[config.mk]
export PLATFORM = sky130hd
export DESIGN_NAME = vga_tile_mem_arbiter
export DESIGN_NICKNAME = d
export VERILOG_FILES = /design/src/rtl/vga_pkg.sv /design/src/rtl/vga_clear_seq.sv /design/src/rtl/vga_tile_mem_arbiter.sv
export SDC_FILE = /design/constraint.sdc
export NUM_CORES = 1
export LEC_CHECK = 0
export CORE_ASPECT_RATIO = 1.1
export CORE_MARGIN = 2
export CORE_UTILIZATION = 36
export DETAILED_ROUTE_END_ITERATION = 7
export DONT_BUFFER_PORTS = 1
export HOLD_SLACK_MARGIN = 0.06
export PLACE_DENSITY = 0.61
export SKIP_LAST_GASP = 1
export SYNTH_ARGS = -nofsm -noshare
export SYNTH_HDL_FRONTEND = slang
export SYNTH_SLANG_ARGS = --single-unit
[constraint.sdc]
create_clock -name clk -period 2.2 [get_ports clk]
set_input_delay 0.66 -clock clk [delete_from_list [all_inputs] [get_ports clk]]
set_output_delay 0.66 -clock clk [all_outputs]
set_load 0.01 [all_outputs]
[src/rtl/vga_pkg.sv]
// Shared constants and FSM state type for the VGA tile-memory arbiter.
// The tile map is 40 x 30 tiles of 16x16 pixels, one 4-bit digit code per tile.
package vga_pkg;

  localparam int TILE_COLS = 40;
  localparam int TILE_ROWS = 30;
  localparam int DEPTH     = TILE_COLS * TILE_ROWS;
  localparam int ADDR_W    = 11;
  localparam int DATA_W    = 4;
  localparam logic [DATA_W-1:0] BLANK = 4'hF;

  typedef enum logic [0:0] {
    ST_IDLE  = 1'b0,
    ST_CLEAR = 1'b1
  } clr_state_e;

endpackage

[src/rtl/vga_clear_seq.sv]
// Clear sequencer: walks every tile address once, emitting a write strobe
// in each cycle that the display does not hold the memory port.
module vga_clear_seq
  import vga_pkg::*;
#(
  parameter int DEPTH  = vga_pkg::DEPTH,
  parameter int ADDR_W = vga_pkg::ADDR_W
) (
  input  logic              clk,
  input  logic              reset,
  input  logic              start,
  input  logic              pause,
  output logic              busy,
  output logic [ADDR_W-1:0] addr,
  output logic              we
);

  localparam logic [ADDR_W-1:0] LAST = ADDR_W'(DEPTH - 1);
  localparam logic [ADDR_W-1:0] ZERO = {ADDR_W{1'b0}};
  localparam logic [ADDR_W-1:0] ONE  = ADDR_W'(1'b1);

  clr_state_e        state_r;
  clr_state_e        state_s;
  logic [ADDR_W-1:0] cnt_r;
  logic [ADDR_W-1:0] cnt_s;

  // State and address counter registers
  always_ff @(posedge clk) begin
    if (reset) begin
      state_r <= ST_IDLE;
      cnt_r   <= ZERO;
    end else begin
      state_r <= state_s;
      cnt_r   <= cnt_s;
    end
  end

  // Next state, counter advance and write strobe
  always_comb begin
    state_s = state_r;
    cnt_s   = cnt_r;
    busy    = 1'b0;
    we      = 1'b0;
    case (state_r)
      ST_IDLE: begin
        if (start) begin
          state_s = ST_CLEAR;
          cnt_s   = ZERO;
        end else begin
          state_s = ST_IDLE;
        end
      end
      ST_CLEAR: begin
        busy = 1'b1;
        if (pause) begin
          we = 1'b0;
        end else if (cnt_r == LAST) begin
          we      = 1'b1;
          state_s = ST_IDLE;
          cnt_s   = ZERO;
        end else begin
          we    = 1'b1;
          cnt_s = cnt_r + ONE;
        end
      end
      default: begin
        state_s = ST_IDLE;
        cnt_s   = ZERO;
      end
    endcase
  end

  assign addr = cnt_r;

endmodule

[src/rtl/vga_tile_mem_arbiter.sv]
// Single-port tile memory arbiter: display reads beat the clear sequencer,
// which beats host accesses; read data is steered back by a 1-bit owner tag.
module vga_tile_mem_arbiter
  import vga_pkg::*;
#(
  parameter int                DEPTH      = vga_pkg::DEPTH,
  parameter int                ADDR_W     = vga_pkg::ADDR_W,
  parameter int                DATA_W     = vga_pkg::DATA_W,
  parameter logic [DATA_W-1:0] BLANK      = vga_pkg::BLANK,
  parameter int                STARVE_LIM = 32
) (
  input  logic              clk,
  input  logic              reset,
  input  logic              disp_req,
  input  logic [ADDR_W-1:0] disp_addr,
  output logic              disp_rvalid,
  output logic [DATA_W-1:0] disp_rdata,
  input  logic              host_valid,
  input  logic              host_we,
  input  logic [ADDR_W-1:0] host_addr,
  input  logic [DATA_W-1:0] host_wdata,
  output logic              host_ready,
  output logic              host_rvalid,
  output logic [DATA_W-1:0] host_rdata,
  input  logic              clr_start,
  output logic              clr_busy,
  output logic              err_starve,
  output logic              mem_en,
  output logic              mem_we,
  output logic [ADDR_W-1:0] mem_addr,
  output logic [DATA_W-1:0] mem_wdata,
  input  logic [DATA_W-1:0] mem_rdata
);

  localparam int              SW         = $clog2(STARVE_LIM + 1);
  localparam logic [SW-1:0]   STARVE_MAX = SW'(STARVE_LIM);
  localparam logic [SW-1:0]   STARVE_ONE = SW'(1'b1);
  localparam logic [DATA_W-1:0] DZERO    = {DATA_W{1'b0}};

  logic              clr_busy_s;
  logic              clr_we_s;
  logic [ADDR_W-1:0] clr_addr_s;
  logic              host_ready_s;
  logic              host_acc_s;
  logic              rd_issue_s;
  logic              rd_host_s;
  logic              rd_pend_r;
  logic              owner_r;
  logic [SW-1:0]     starve_cnt_r;
  logic [SW-1:0]     starve_cnt_s;
  logic              starve_hit_s;
  logic              err_starve_r;

  vga_clear_seq #(
    .DEPTH  (DEPTH),
    .ADDR_W (ADDR_W)
  ) u_clear_seq (
    .clk   (clk),
    .reset (reset),
    .start (clr_start),
    .pause (disp_req),
    .busy  (clr_busy_s),
    .addr  (clr_addr_s),
    .we    (clr_we_s)
  );

  // The sequencer is busy exactly when the FSM is in CLEAR.
  assign host_ready_s = !disp_req && !clr_busy_s;
  assign host_acc_s   = host_valid && host_ready_s;
  assign rd_issue_s   = disp_req || (host_acc_s && !host_we);
  assign rd_host_s    = host_acc_s && !host_we;

  // Memory port grant: display > clear > host
  always_comb begin
    mem_en    = 1'b0;
    mem_we    = 1'b0;
    mem_addr  = {ADDR_W{1'b0}};
    mem_wdata = DZERO;
    if (reset) begin
      mem_en = 1'b0;
    end else if (disp_req) begin
      mem_en   = 1'b1;
      mem_addr = disp_addr;
    end else if (clr_we_s) begin
      mem_en    = 1'b1;
      mem_we    = 1'b1;
      mem_addr  = clr_addr_s;
      mem_wdata = BLANK;
    end else if (host_acc_s) begin
      mem_en   = 1'b1;
      mem_we   = host_we;
      mem_addr = host_addr;
      if (host_we) begin
        mem_wdata = host_wdata;
      end else begin
        mem_wdata = DZERO;
      end
    end else begin
      mem_en = 1'b0;
    end
  end

  // Host starvation counter: held while clearing, saturating at the limit
  always_comb begin
    starve_cnt_s = starve_cnt_r;
    if (clr_busy_s) begin
      starve_cnt_s = starve_cnt_r;
    end else if (host_valid && !host_ready_s) begin
      if (starve_cnt_r == STARVE_MAX) begin
        starve_cnt_s = starve_cnt_r;
      end else begin
        starve_cnt_s = starve_cnt_r + STARVE_ONE;
      end
    end else begin
      starve_cnt_s = {SW{1'b0}};
    end
  end

  assign starve_hit_s = (starve_cnt_s == STARVE_MAX);

  // Read-return tag and sticky starvation flag
  always_ff @(posedge clk) begin
    if (reset) begin
      rd_pend_r    <= 1'b0;
      owner_r      <= 1'b0;
      starve_cnt_r <= {SW{1'b0}};
      err_starve_r <= 1'b0;
    end else begin
      rd_pend_r    <= rd_issue_s;
      owner_r      <= rd_host_s;
      starve_cnt_r <= starve_cnt_s;
      err_starve_r <= err_starve_r || starve_hit_s;
    end
  end

  // Route returning read data to its owner; the idle side reads zero
  always_comb begin
    disp_rdata = DZERO;
    host_rdata = DZERO;
    if (rd_pend_r && owner_r) begin
      host_rdata = mem_rdata;
    end else if (rd_pend_r) begin
      disp_rdata = mem_rdata;
    end else begin
      disp_rdata = DZERO;
    end
  end

  assign disp_rvalid = rd_pend_r && !owner_r;
  assign host_rvalid = rd_pend_r && owner_r;
  assign host_ready  = host_ready_s;
  assign clr_busy    = clr_busy_s;
  assign err_starve  = err_starve_r;

endmodule

Word level (Yosys, flattened, before mapping)
Index checks and enable logic that the tools add are counted.
{"block": "word_totals", "reg_bits": 21, "out_inout_bits": 30, "word_cells": 62}
{"block": "op_classes", "n_addsub": 2, "eq_ne": 5, "mux": 34, "bitwise": 1, "reduce_logical": 14}
{"operator": "$mux 11", "n": 7}
{"operator": "$mux 4", "n": 8}
{"operator": "$pmux 11 s2", "n": 1}
{"operator": "$mux 6", "n": 3}
{"operator": "$mux 1", "n": 14}
{"operator": "$eq 6x6->1 const B", "n": 2}
{"operator": "$add 11x1->11 const B", "n": 1}
{"operator": "$eq 11x11->1 const B", "n": 1}
{"operator": "$add 6x1->6 const B", "n": 1}
{"operator": "$logic_and 1x1->1", "n": 6}
{"operator": "$logic_not 1->1", "n": 5}
{"operator": "$ne 2x2->1 const B", "n": 2}
{"operator": "$logic_or 1x1->1", "n": 2}
{"operator": "$pmux 1 s2", "n": 1}
{"operator": "$reduce_and 2->1", "n": 1}
{"operator": "$not 1->1", "n": 1}

Longest topological paths before layout
Gate-level depths: netlist (run 1).
{"block": "logic_depth", "ltp_word": 9, "depth_mapped": 7, "mapped_depth_nobuf": 6}

Cells and area by module
A second synthesis (run 1) with hierarchy kept.
{"block": "hier_totals", "hier_cells": 192, "hier_area_um2": 1535.2}
{"mod": "vga_tile_mem_arbiter", "instances": 1, "cells_per_inst": 122, "area_each_um2": 890.9, "seq_area_each_um2": 180.2}
{"mod": "vga_clear_seq", "instances": 1, "cells_per_inst": 70, "area_each_um2": 644.4, "seq_area_each_um2": 240.2}

Worst setup path after synthesis (run 1)
OpenSTA, ideal clock, no wires.
{"block": "synth_path", "path_type": "input port to output port", "startpoint": "input host_valid", "endpoint": "output mem_addr[7]", "t_arrival_ns": 1.484, "required_time_ns": 1.540, "slack_ns": 0.056, "stages": 6, "n_path_buf": 1, "path_cell_list": "nor2b_1 > clkbuf_1 > a22oi_1 > nor2_1 > a21oi_1 > nor2_1"}
{"block": "synth_via", "elab_chain_cells": 5}
{"item": "from (decl)", "line": "vga_tile_mem_arbiter.sv:18", "text": "input logic host_valid,"}
{"item": "$logic_and 1x1->1", "line": "vga_tile_mem_arbiter.sv:69", "text": "assign host_acc_s = host_valid && host_ready_s;"}
{"item": "$mux 11", "line": "vga_tile_mem_arbiter.sv:89", "text": "end else if (host_acc_s) begin"}
{"item": "$mux 11", "line": "vga_tile_mem_arbiter.sv:84", "text": "end else if (clr_we_s) begin"}
{"item": "$mux 11", "line": "vga_tile_mem_arbiter.sv:81", "text": "end else if (disp_req) begin"}
{"item": "$mux 11", "line": "vga_tile_mem_arbiter.sv:79", "text": "if (reset) begin"}
{"item": "to (decl)", "line": "vga_tile_mem_arbiter.sv:30", "text": "output logic [ADDR_W-1:0] mem_addr,"}
Every way passes these cells.

Worst setup path after layout (run 1)
{"block": "layout_path", "startpoint": "register u_clear_seq.state_r", "endpoint": "output mem_addr[10]"}
{"block": "layout_via", "elab_chain_cells": 8, "word_cells_on_any_way": 9, "classes_between": "mux (6); reduce/logical (3)"}
{"item": "from (decl)", "line": "vga_clear_seq.sv:22", "text": "clr_state_e state_r;"}
{"item": "from (signal assigned)", "line": "vga_clear_seq.sv:33", "text": "state_r <= state_s;"}
{"item": "$mux 1", "line": "vga_clear_seq.sv:44", "text": "case (state_r)"}
{"item": "$logic_not 1->1", "line": "vga_tile_mem_arbiter.sv:68", "text": "assign host_ready_s = !disp_req && !clr_busy_s;"}
{"item": "$logic_and 1x1->1", "line": "vga_tile_mem_arbiter.sv:68"}
{"item": "$logic_and 1x1->1", "line": "vga_tile_mem_arbiter.sv:69"}
{"item": "$mux 11", "line": "vga_tile_mem_arbiter.sv:89"}
{"item": "$mux 11 (*)", "line": "vga_tile_mem_arbiter.sv:84"}
{"item": "$mux 11 (*)", "line": "vga_tile_mem_arbiter.sv:81"}
{"item": "$mux 11 (*)", "line": "vga_tile_mem_arbiter.sv:79"}
Every way passes the cells marked *; elsewhere a longest branch is shown, timed or not.

==> flow_metrics.tcl, run 1 <==
set metrics [dict create \
    drtIter0Drc 91 \
    grt_pass1_vias 1356 \
    grtUsageMet3 0.0512 \
    p_total_w 0.000777 \
    final_net_count 249 \
    die_h_um 72.5 \
    synth_top_cell_area_share 0.274 \
    io_pins 66 \
    slew_headroom 0.587 \
    p_per_area_nw_per_um2 485 \
    clockPowerShare 0.345 \
    cts_resized 0 \
    combPwrFrac 0.150 \
    drv_slew 0 \
    core_um2 4020 \
    clock-sinks 21 \
    grt_max_degree 35 \
    tns_ns 0 \
    sw_frac_of_total 0.287 \
    num_rows 24 \
    worstPathRequired_ns 1.54 \
    drive_above_1_share 0.0670 \
    vias 1561 \
    area_growth_pct 4.32 \
    endpoint_kind "output pin" \
    cts_setup_buffers 0 \
    grt_pass1_wl_mm 6.22 \
    grtUsageMet2 0.280 \
    rsz0062_at_grt "false" \
    async_reset_ff_frac 0 \
    yosysMostFrequentCell "nor2_1" \
    ant_nets 0 \
    period_share 0.926 \
    cap_violations 0 \
    syn_avg_cell_area_um2 7.14 \
    setup.worst_path.start_class "register" \
    yosysSeqAreaShare 0.274 \
    status "finished, final reports clean" \
    vias_per_cell 5.98 \
    clk_latency_ns 0.27 \
    clkTransAtPathRegs_ns 0.08 \
    root_buffer "clkbuf_8" \
    wirelength_mm 3.98 \
    antennaDiodeCount 0 \
    p_seq_frac 0.505 \
    finalHoldViolCount 0 \
    peakVddDrop_mv 0.247 \
    overflow 0 \
    critPathArrivalTime_ns 1.38 \
    drc 0 \
    busiest_layer "met2" \
    switchingPower_w 0.000223 \
    yosysWarnings 0 \
    synth_top_area_cell "dfxtp_1" \
    track_usage 0.166 \
    ys_ff_latch 21 \
    setup_viol 0 \
    synth_cells 215 \
    max_freq_mhz 491 \
    period_needed_ns 2.04 \
    finClkSkew_ns 0.00378 \
    yosys-top-cells-area "dfxtp_1 27%, nor2_1 12%, a22oi_1 7.3%, a21oi_1 6.8%, a311oi_1 3.4%" \
    syn-num-nets 254 \
    synth_ff_type "dfxtp_1" \
    die_x_um 66.3 \
    nFillCells 436 \
    portBuffers 0 \
    dp_hpwl_mm 2.87 \
    dr.pass1.iters 4 \
    synth.cell_area_um2 1540 \
    wire_per_inst_um 15.2 \
    die_area_um2 4800 \
    worst_pin_slew_ns 0.618 \
    start_util 0.382 \
    antenna_found_initial 0 \
    synth-edff-count 0 \
    finalWeightedCongestion 0.818 \
    use_met1 0.200 \
    p_int_w 0.000554 \
    ys_top_cells_by_count "48 x nor2_1, 21 x a21oi_1, 21 x dfxtp_1" \
    cts_made_buffers 3 \
    synthDistinctLibCells 44 \
    cts_tree "built" \
    clk_path_buf_depth 2 \
    cts_hold_buf 0 \
    h-tree-depth 1 \
    critPathMaxFanout 21 \
    p_leak_nw 0.586 \
    min_path_type "in2reg" \
    worstSetupPathType "reg2out" \
]
==> power groups by stage <==
| stage | sequential [W] | clock, W | combinational (W) |
|---|---|---|---|
| after global routing | 0.000394 | 0.000288 | 0.000131 |
| final | 0.000392 | 0.000268 | 0.000117 |
| after detailed placement | 0.000401 | 0 | 0.000115 |
| after floorplan | 0.000401 | 0 | 0.000110 |
| after CTS | 0.000392 | 0.000271 | 0.000116 |
| after global placement | 0.000401 | 0 | 0.000115 |
==> final timing paths <==
kind                                      startpoint              endpoint  slack (ns)  depth (start not counted)
worst max-delay path             u_clear_seq.state_r          mem_addr[10]        0.16                          5
worst min-delay path                           reset       starve_cnt_r[2]        0.46                          1
worst max register to register       starve_cnt_r[0]            err_starve        0.26                          6
worst min register to register  u_clear_seq.addr[10]  u_clear_seq.addr[10]        0.53                          1
==> placed cells by master, fill, tap and decap left out, types with 2 or more instances in the layout <==
cell	count
inv_1	6
dfxtp_1	21
a311oi_1	6
nor3_1	2
a21oi_1	21
mux2i_1	3
a22oi_1	15
a41oi_1	2
nor2b_1	3
nand3b_1	2
and2_1	7
a211oi_1	2
ha_1	3
clkbuf_8	3
nand2b_1	4
nand3_1	7
a31oi_1	3
o21ai_0	9
and3_1	8
nor2_1	48
nand2_1	9
buf_4	4
==> stage by stage <==
step	area (um^2)	utilization	hold WS, ns	cells	worst slack [ns]
CTS	1600	0.397	0.447	261	0.0843
global route	1600	0.398	0.438	261	0.0188
global placement	1550	0.386	0.503	257	0.163
floorplan	1540	-	0.474	215	0.0562
finish	1600	0.398	0.457	261	0.162
detailed placement	1550	0.386	0.509	257	0.165
==> layer usage <==
layer	share of wire	vias up
met5	0	-
met4	0.011	0
met3	0.077	5
met2	0.50	50
met1	0.41	741
li1	-	765
==> cells by family (layout without fill, tap and decap cells) <==
kind of cell / count (synthesis) / after routing / synth area share
AND/OR/NAND/NOR: 99 / 99 / 0.317
AO/OA/AOI/OAI: 67 / 67 / 0.289
flip-flops: 21 / 21 / 0.274
buffers and inverters: 21 / 15 / 0.0709
adder cells (fa/ha/maj): 3 / 3 / 0.0245
multiplexers: 3 / 3 / 0.0196
XOR/XNOR: 1 / 1 / 0.00571
==> flip-flops by register name, indices dropped and copies added (netlist names) <==
signal	cells
err_starve	1
owner_r	1
rd_pend_r	1
starve_cnt_r	6
u_clear_seq.addr	11
u_clear_seq.state_r	1
==> layout make-up <==
class,instances,area (um^2),area share
tap,52,65.1,0.0406
timing repair buffer,5,41.3,0.0258
clock buffer,3,41.3,0.0258
multi-input combinational,173,1010,0.628
sequential,21,420,0.262
clock inverter,1,5.00,0.00312
inverter,6,22.5,0.0141
==> worst max-delay path: stages (launching register included) <==
cell and delay [ns]:
dfxtp_1 0.43, buf_6 0.24, a22oi_1 0.12, nor2_1 0.10, a21oi_1 0.04, nor2_1 0.19
Note: power is estimated with default switching activity, not from simulation.
==> inputs of run 2 (changes only) <==
--- a/config.mk
+++ b/config.mk
@@ -7,11 +7,13 @@
 export LEC_CHECK = 0
 export CORE_ASPECT_RATIO = 1.1
 export CORE_MARGIN = 2
-export CORE_UTILIZATION = 36
+export CORE_UTILIZATION = 57
 export DETAILED_ROUTE_END_ITERATION = 7
 export DONT_BUFFER_PORTS = 1
+export GPL_TIMING_DRIVEN = 0
 export HOLD_SLACK_MARGIN = 0.06
-export PLACE_DENSITY = 0.61
+export PLACE_DENSITY = 0.83
+export SETUP_SLACK_MARGIN = 0.4
 export SKIP_LAST_GASP = 1
 export SYNTH_ARGS = -nofsm -noshare
 export SYNTH_HDL_FRONTEND = slang
==> flow_metrics.tcl, run 2 (synthesis gave the netlist of run 1 again) <==
set metrics [dict create \
    ant_nets 0 \
    final_common_cell "nor2_1" \
    hold_depth 2 \
    setup_viol 0 \
    r2r_start "starve_cnt_r[0]" \
    antenna_found_initial 0 \
    die_h_um 58.4 \
    combPwrFrac 0.261 \
    root_buffer "clkbuf_4" \
    portBuffers 0 \
    fin_ws_ns 0.0373 \
    switchingPower_w 0.000258 \
    overflow 0 \
    period_needed_ns 2.16 \
    critPathMaxStageDelay_ns 0.45 \
    p_int_w 0.000540 \
    finClkSkew_ns 0.00204 \
    cp_slowest_cell "dfxtp_4" \
    finalHoldViolCount 0 \
    worstPathRequired_ns 1.54 \
    vias_per_cell 6.67 \
    rsz0062_at_grt "true" \
    clk_path_buf_depth 2 \
    r2r-end "err_starve" \
    vias 1707 \
    critPathArrivalTime_ns 1.50 \
    worst-path-buf-inv 1 \
    endpoint_kind "output pin" \
    io_pins 66 \
    antennaDiodeCount 0 \
    wire_per_inst_um 18.6 \
    min_path_type "in2reg" \
    peakVddDrop_mv 0.353 \
    worst_pin_slew_ns 0.736 \
    cts_made_buffers 3 \
    slew_headroom 0.509 \
    grt_max_degree 13 \
    period_share 0.983 \
    p_seq_frac 0.497 \
    cts_tree "built" \
    max_freq_mhz 462 \
    largest_register_ffs 11 \
    final_cell_mix "29 x nor2_1, 17 x dfxtp_1, 15 x a21oi_1" \
    setup.worst_path.start_class "register" \
    drv_slew 0 \
    grt_pass1_wl_mm 7.32 \
    dp_slack_ns 0.00563 \
    cp_top_family "simple AND/OR/NAND/NOR gates" \
    num_rows 19 \
    drtIter0Drc 90 \
    post-route-cell-area_um2 1920 \
    cts_hold_buf 0 \
    finalWeightedCongestion 0.955 \
    reg2reg_depth 6 \
    worstSetupPathType "reg2out" \
    core_um2 2520 \
    drc 0 \
    drive_above_1_share 0.320 \
    worstPathCellList "clkbuf_16 -> a21oi_2 -> or3_4 -> nor2_4" \
    start_util 0.609 \
    dr.pass1.iters 4 \
    die_area_um2 3120 \
    wirelength_mm 4.75 \
    cap_violations 0 \
    final_net_count 265 \
    area_growth_pct 25.0 \
    sw_frac_of_total 0.323 \
    dp_hpwl_mm 3.39 \
    grt_pass1_vias 1595 \
    p_per_area_nw_per_um2 416 \
    clk_latency_ns 0.31 \
    crit_start "u_clear_seq.state_r" \
    ff2ff_setup_slack_ns 0.36 \
    hold_start "clr_start" \
    whs_endpoint "u_clear_seq.state_r" \
    critPathMaxFanout 8 \
    h-tree-depth 1 \
    postPlaceCellArea_um2 1680 \
    clock-sinks 21 \
    die_x_um 53.5 \
    clockPowerShare 0.243 \
    track_usage 0.317 \
    p_leak_nw 0.693 \
    status "finished, final reports clean" \
    clkTransAtPathRegs_ns 0.12 \
]
-- run 2: cell types whose count changed in the layout (fill, tap and decap cells not counted), moves of 4 or more --
| cell | change |
|---|---|
| a21oi_1 | -6 |
| dfxtp_1 | -4 |
| nor2_4 | +6 |
| and2_1 | -4 |
| and2_4 | +4 |
| a21oi_2 | +6 |
| a22oi_1 | -9 |
| a22oi_2 | +9 |
| nor2_2 | +13 |
| nor2_1 | -19 |
-- run 2: worst register-to-register path, delay by kind of cell (launching register included) --
family                     cells  cell delay (ns)
and+or+nand+nor                2             0.66
DFF                            1             0.44
AOI/OAI and AO/OA              2             0.34
buffers and inverters          1             0.08
adders and majority gates      1             0.22
-- run 2: layer usage --
metal,global-route usage,part of all wire,vias to the layer above
li1,-,-,800
met1,0.375,0.40,824
met2,0.556,0.53,67
met3,0.0457,0.053,16
met4,0.139,0.024,0
met5,0,0,-
-- run 2: worst max-delay path by stage --
| stage | end | slack, ns | depth (start not counted) |
|---|---|---|---|
| 6_report | mem_wdata[1] | 0.04 | 4 |
| 2_1_floorplan | mem_wdata[0] | 0.20 | 3 |
| 3_5_place_dp | mem_addr[7] | 0.006 | 6 |
| 3_3_place_gp | mem_addr[5] | 0.01 | 6 |
| 4_1_cts | mem_wdata[1] | 0.05 | 4 |
| 5_1_grt | mem_addr[7] | -0.04 | 6 |
-- run 2: stage by stage --
| stage | total power [W] | hold slack [ns] | setup TNS (ns) | utilization | instances |
|---|---|---|---|---|---|
| finish | 0.000798 | 0.530 | 0 | 0.762 | 256 |
| global route | 0.000839 | 0.517 | -0.112 | 0.762 | 256 |
| CTS | 0.000782 | 0.525 | 0 | 0.734 | 255 |
| detailed placement | 0.000564 | 0.507 | 0 | 0.668 | 246 |
| global placement | 0.000558 | 0.502 | 0 | 0.668 | 246 |
| floorplan | 0.000533 | 0.474 | 0 | - | 215 |
-- run 2: what timing repair did --
item,4_1_cts,5_1_grt
cloned,1,0
gates resized for setup,23,23
setup endpoints to repair,25,34
setup buffers,4,1
pin swaps,15,13
hold endpoints to repair,0,0
-- run 2: area by class of cell --
type	instances	area (um^2)
multi-input cells	173	1190
fillers	194	601
flip-flops and latches	21	430
plain buffers	15	144
repair buffers	6	63.8
well taps	31	38.8
clock buffers	3	22.5
inverters	6	22.5
clock inverters	1	5.00
-- run 2: power groups by stage --
stage	Sequential, W	Clock [W]	Combinational (W)
finish	0.000396	0.000194	0.000208
global route	0.000398	0.000219	0.000222
CTS	0.000397	0.000195	0.000191
detailed placement	0.000404	0	0.000160
global placement	0.000403	0	0.000154
floorplan	0.000401	0	0.000131
==> inputs of run 3 (changes only) <==
--- a/config.mk
+++ b/config.mk
@@ -8,9 +8,9 @@
 export CORE_ASPECT_RATIO = 1.1
 export CORE_MARGIN = 2
 export CORE_UTILIZATION = 57
+export CTS_BUF_LIST = sky130_fd_sc_hd__clkbuf_2
 export DETAILED_ROUTE_END_ITERATION = 7
 export DONT_BUFFER_PORTS = 1
-export GPL_TIMING_DRIVEN = 0
 export HOLD_SLACK_MARGIN = 0.06
 export PLACE_DENSITY = 0.83
 export SETUP_SLACK_MARGIN = 0.4
==> flow_metrics.tcl, run 3 (synthesis gave the netlist of run 1 again) <==
set metrics [dict create \
    final_cell_mix "31 x nor2_1, 18 x a21oi_1, 16 x dfxtp_1" \
    drc 0 \
    setup.worst_path.start_class "register" \
    num_rows 19 \
    cp_slowest_cell "dfxtp_4" \
    p_leak_nw 0.628 \
    period_share 0.949 \
    area_growth_pct 14.9 \
    cts_made_buffers 3 \
    grt_max_degree 35 \
    grtUsageMet3 0.0381 \
    grt_pass1_vias 1432 \
    wirelength_mm 4.39 \
    clk_latency_ns 0.32 \
    drv_slew 0 \
    reg2reg_depth 5 \
    die_h_um 58.4 \
    antennaDiodeCount 0 \
    peakVddDrop_mv 0.342 \
    nFillCells 226 \
    clk_path_buf_depth 2 \
    ff2ff_setup_slack_ns 0.47 \
    track_usage 0.279 \
    cts_hold_buf 0 \
    setup.worst_path.end "mem_addr[7]" \
    dp_hpwl_mm 3.09 \
    tns_ns 0 \
    p_per_area_nw_per_um2 410 \
    crit_start "u_clear_seq.state_r" \
    grtUsageMet2 0.510 \
    root_buffer "clkbuf_2" \
    worstSetupPathType "reg2out" \
    drtIter0Drc 70 \
    overflow 0 \
    r2r-end "starve_cnt_r[4]" \
    busiest_layer "met2" \
    core_um2 2520 \
    die_x_um 53.5 \
    grt_pass1_wl_mm 6.60 \
    wire_per_inst_um 18.0 \
    critPathMaxFanout 11 \
    die_area_um2 3120 \
    slew_headroom 0.660 \
    drive_above_1_share 0.263 \
    vias_per_cell 6.54 \
    final_net_count 253 \
    finClkSkew_ns 0.0102 \
    worstPathCellList "nor2b_4 -> buf_12 -> a22oi_1 -> nor2_1 -> a21oi_1 -> nor2_2" \
    status "finished, final reports clean" \
    use_met1 0.327 \
    rsz0062_at_grt "true" \
    r2r_start "starve_cnt_r[0]" \
    period_needed_ns 2.09 \
    clock-sinks 21 \
    ant_nets 0 \
    hold_depth 1 \
    portBuffers 0 \
    p_total_w 0.000723 \
    vias 1595 \
    finalWeightedCongestion 0.915 \
    largest_register_ffs 11 \
    min_path_type "in2reg" \
    cap_violations 0 \
    max_freq_mhz 479 \
    final_cells 244 \
    antenna_found_initial 0 \
    fin_ws_ns 0.113 \
    placedCellCount 235 \
    clkTransAtPathRegs_ns 0.21 \
    endpoint_kind "output pin" \
    h-tree-depth 1 \
    worst_pin_slew_ns 0.506 \
    final_common_cell "nor2_1" \
    finalHoldViolCount 0 \
    io_pins 66 \
    dp_slack_ns 0.0937 \
    worstPathRequired_ns 1.54 \
    critPathMaxStageDelay_ns 0.47 \
    dr.pass1.iters 4 \
    start_util 0.609 \
    critPathArrivalTime_ns 1.43 \
    setup_viol 0 \
    cts_tree "built" \
]
[run 3: routing by layer]
metal / part of all wire / vias to the layer above
met5: 0 / -
met4: 0.018 / 0
met3: 0.054 / 12
met2: 0.55 / 65
met1: 0.38 / 740
li1: - / 778
[run 3: where the power goes]
part	total, W	internal, W	switching [W]
combinational	0.000158	0.0000665	0.0000910
sequential	0.000397	0.000386	0.0000103
clock	0.000169	0.0000481	0.000121
[run 3: worst min-delay path by stage]
stage                               startpoint                   end  slack, ns
after global routing                     reset       starve_cnt_r[0]       0.33
after global placement    u_clear_seq.addr[10]  u_clear_seq.addr[10]       0.49
after floorplan           u_clear_seq.addr[10]  u_clear_seq.addr[10]       0.47
after CTS                                reset       starve_cnt_r[0]       0.38
final                                    reset       starve_cnt_r[0]       0.37
after detailed placement  u_clear_seq.addr[10]  u_clear_seq.addr[10]       0.51
[run 3: layout make-up]
class / instances / area, um^2 / area share
Inverter: 6 / 25.0 / 0.0142
Timing Repair Buffer: 8 / 76.3 / 0.0433
Sequential cell: 21 / 432 / 0.245
Tap cell: 31 / 38.8 / 0.0220
Multi-Input combinational cell: 174 / 1170 / 0.665
Clock buffer: 4 / 20.0 / 0.0113
[run 3: critical path, delay by kind of cell (launching register included)]
kind | cells | cell delay [ns]
buffers and inverters | 1 | 0.14
and+or+nand+nor | 3 | 0.20
AOI/OAI and AO/OA | 2 | 0.30
DFF | 1 | 0.47
[run 3: stage by stage]
stage / hold slack, ns / cell area [um^2] / utilization
floorplan: 0.474 / 1650 / -
global placement: 0.487 / 1600 / 0.634
detailed placement: 0.507 / 1600 / 0.634
CTS: 0.378 / 1680 / 0.668
global route: 0.332 / 1760 / 0.700
finish: 0.372 / 1760 / 0.700
[run 3: what timing repair did]
action,in CTS,in global routing
resized for setup,17,17
buffers inserted,1,3
pin swaps,4,4
gates cloned,0,1
endpoints found under the hold margin,0,0
endpoints found under the setup margin,31,28
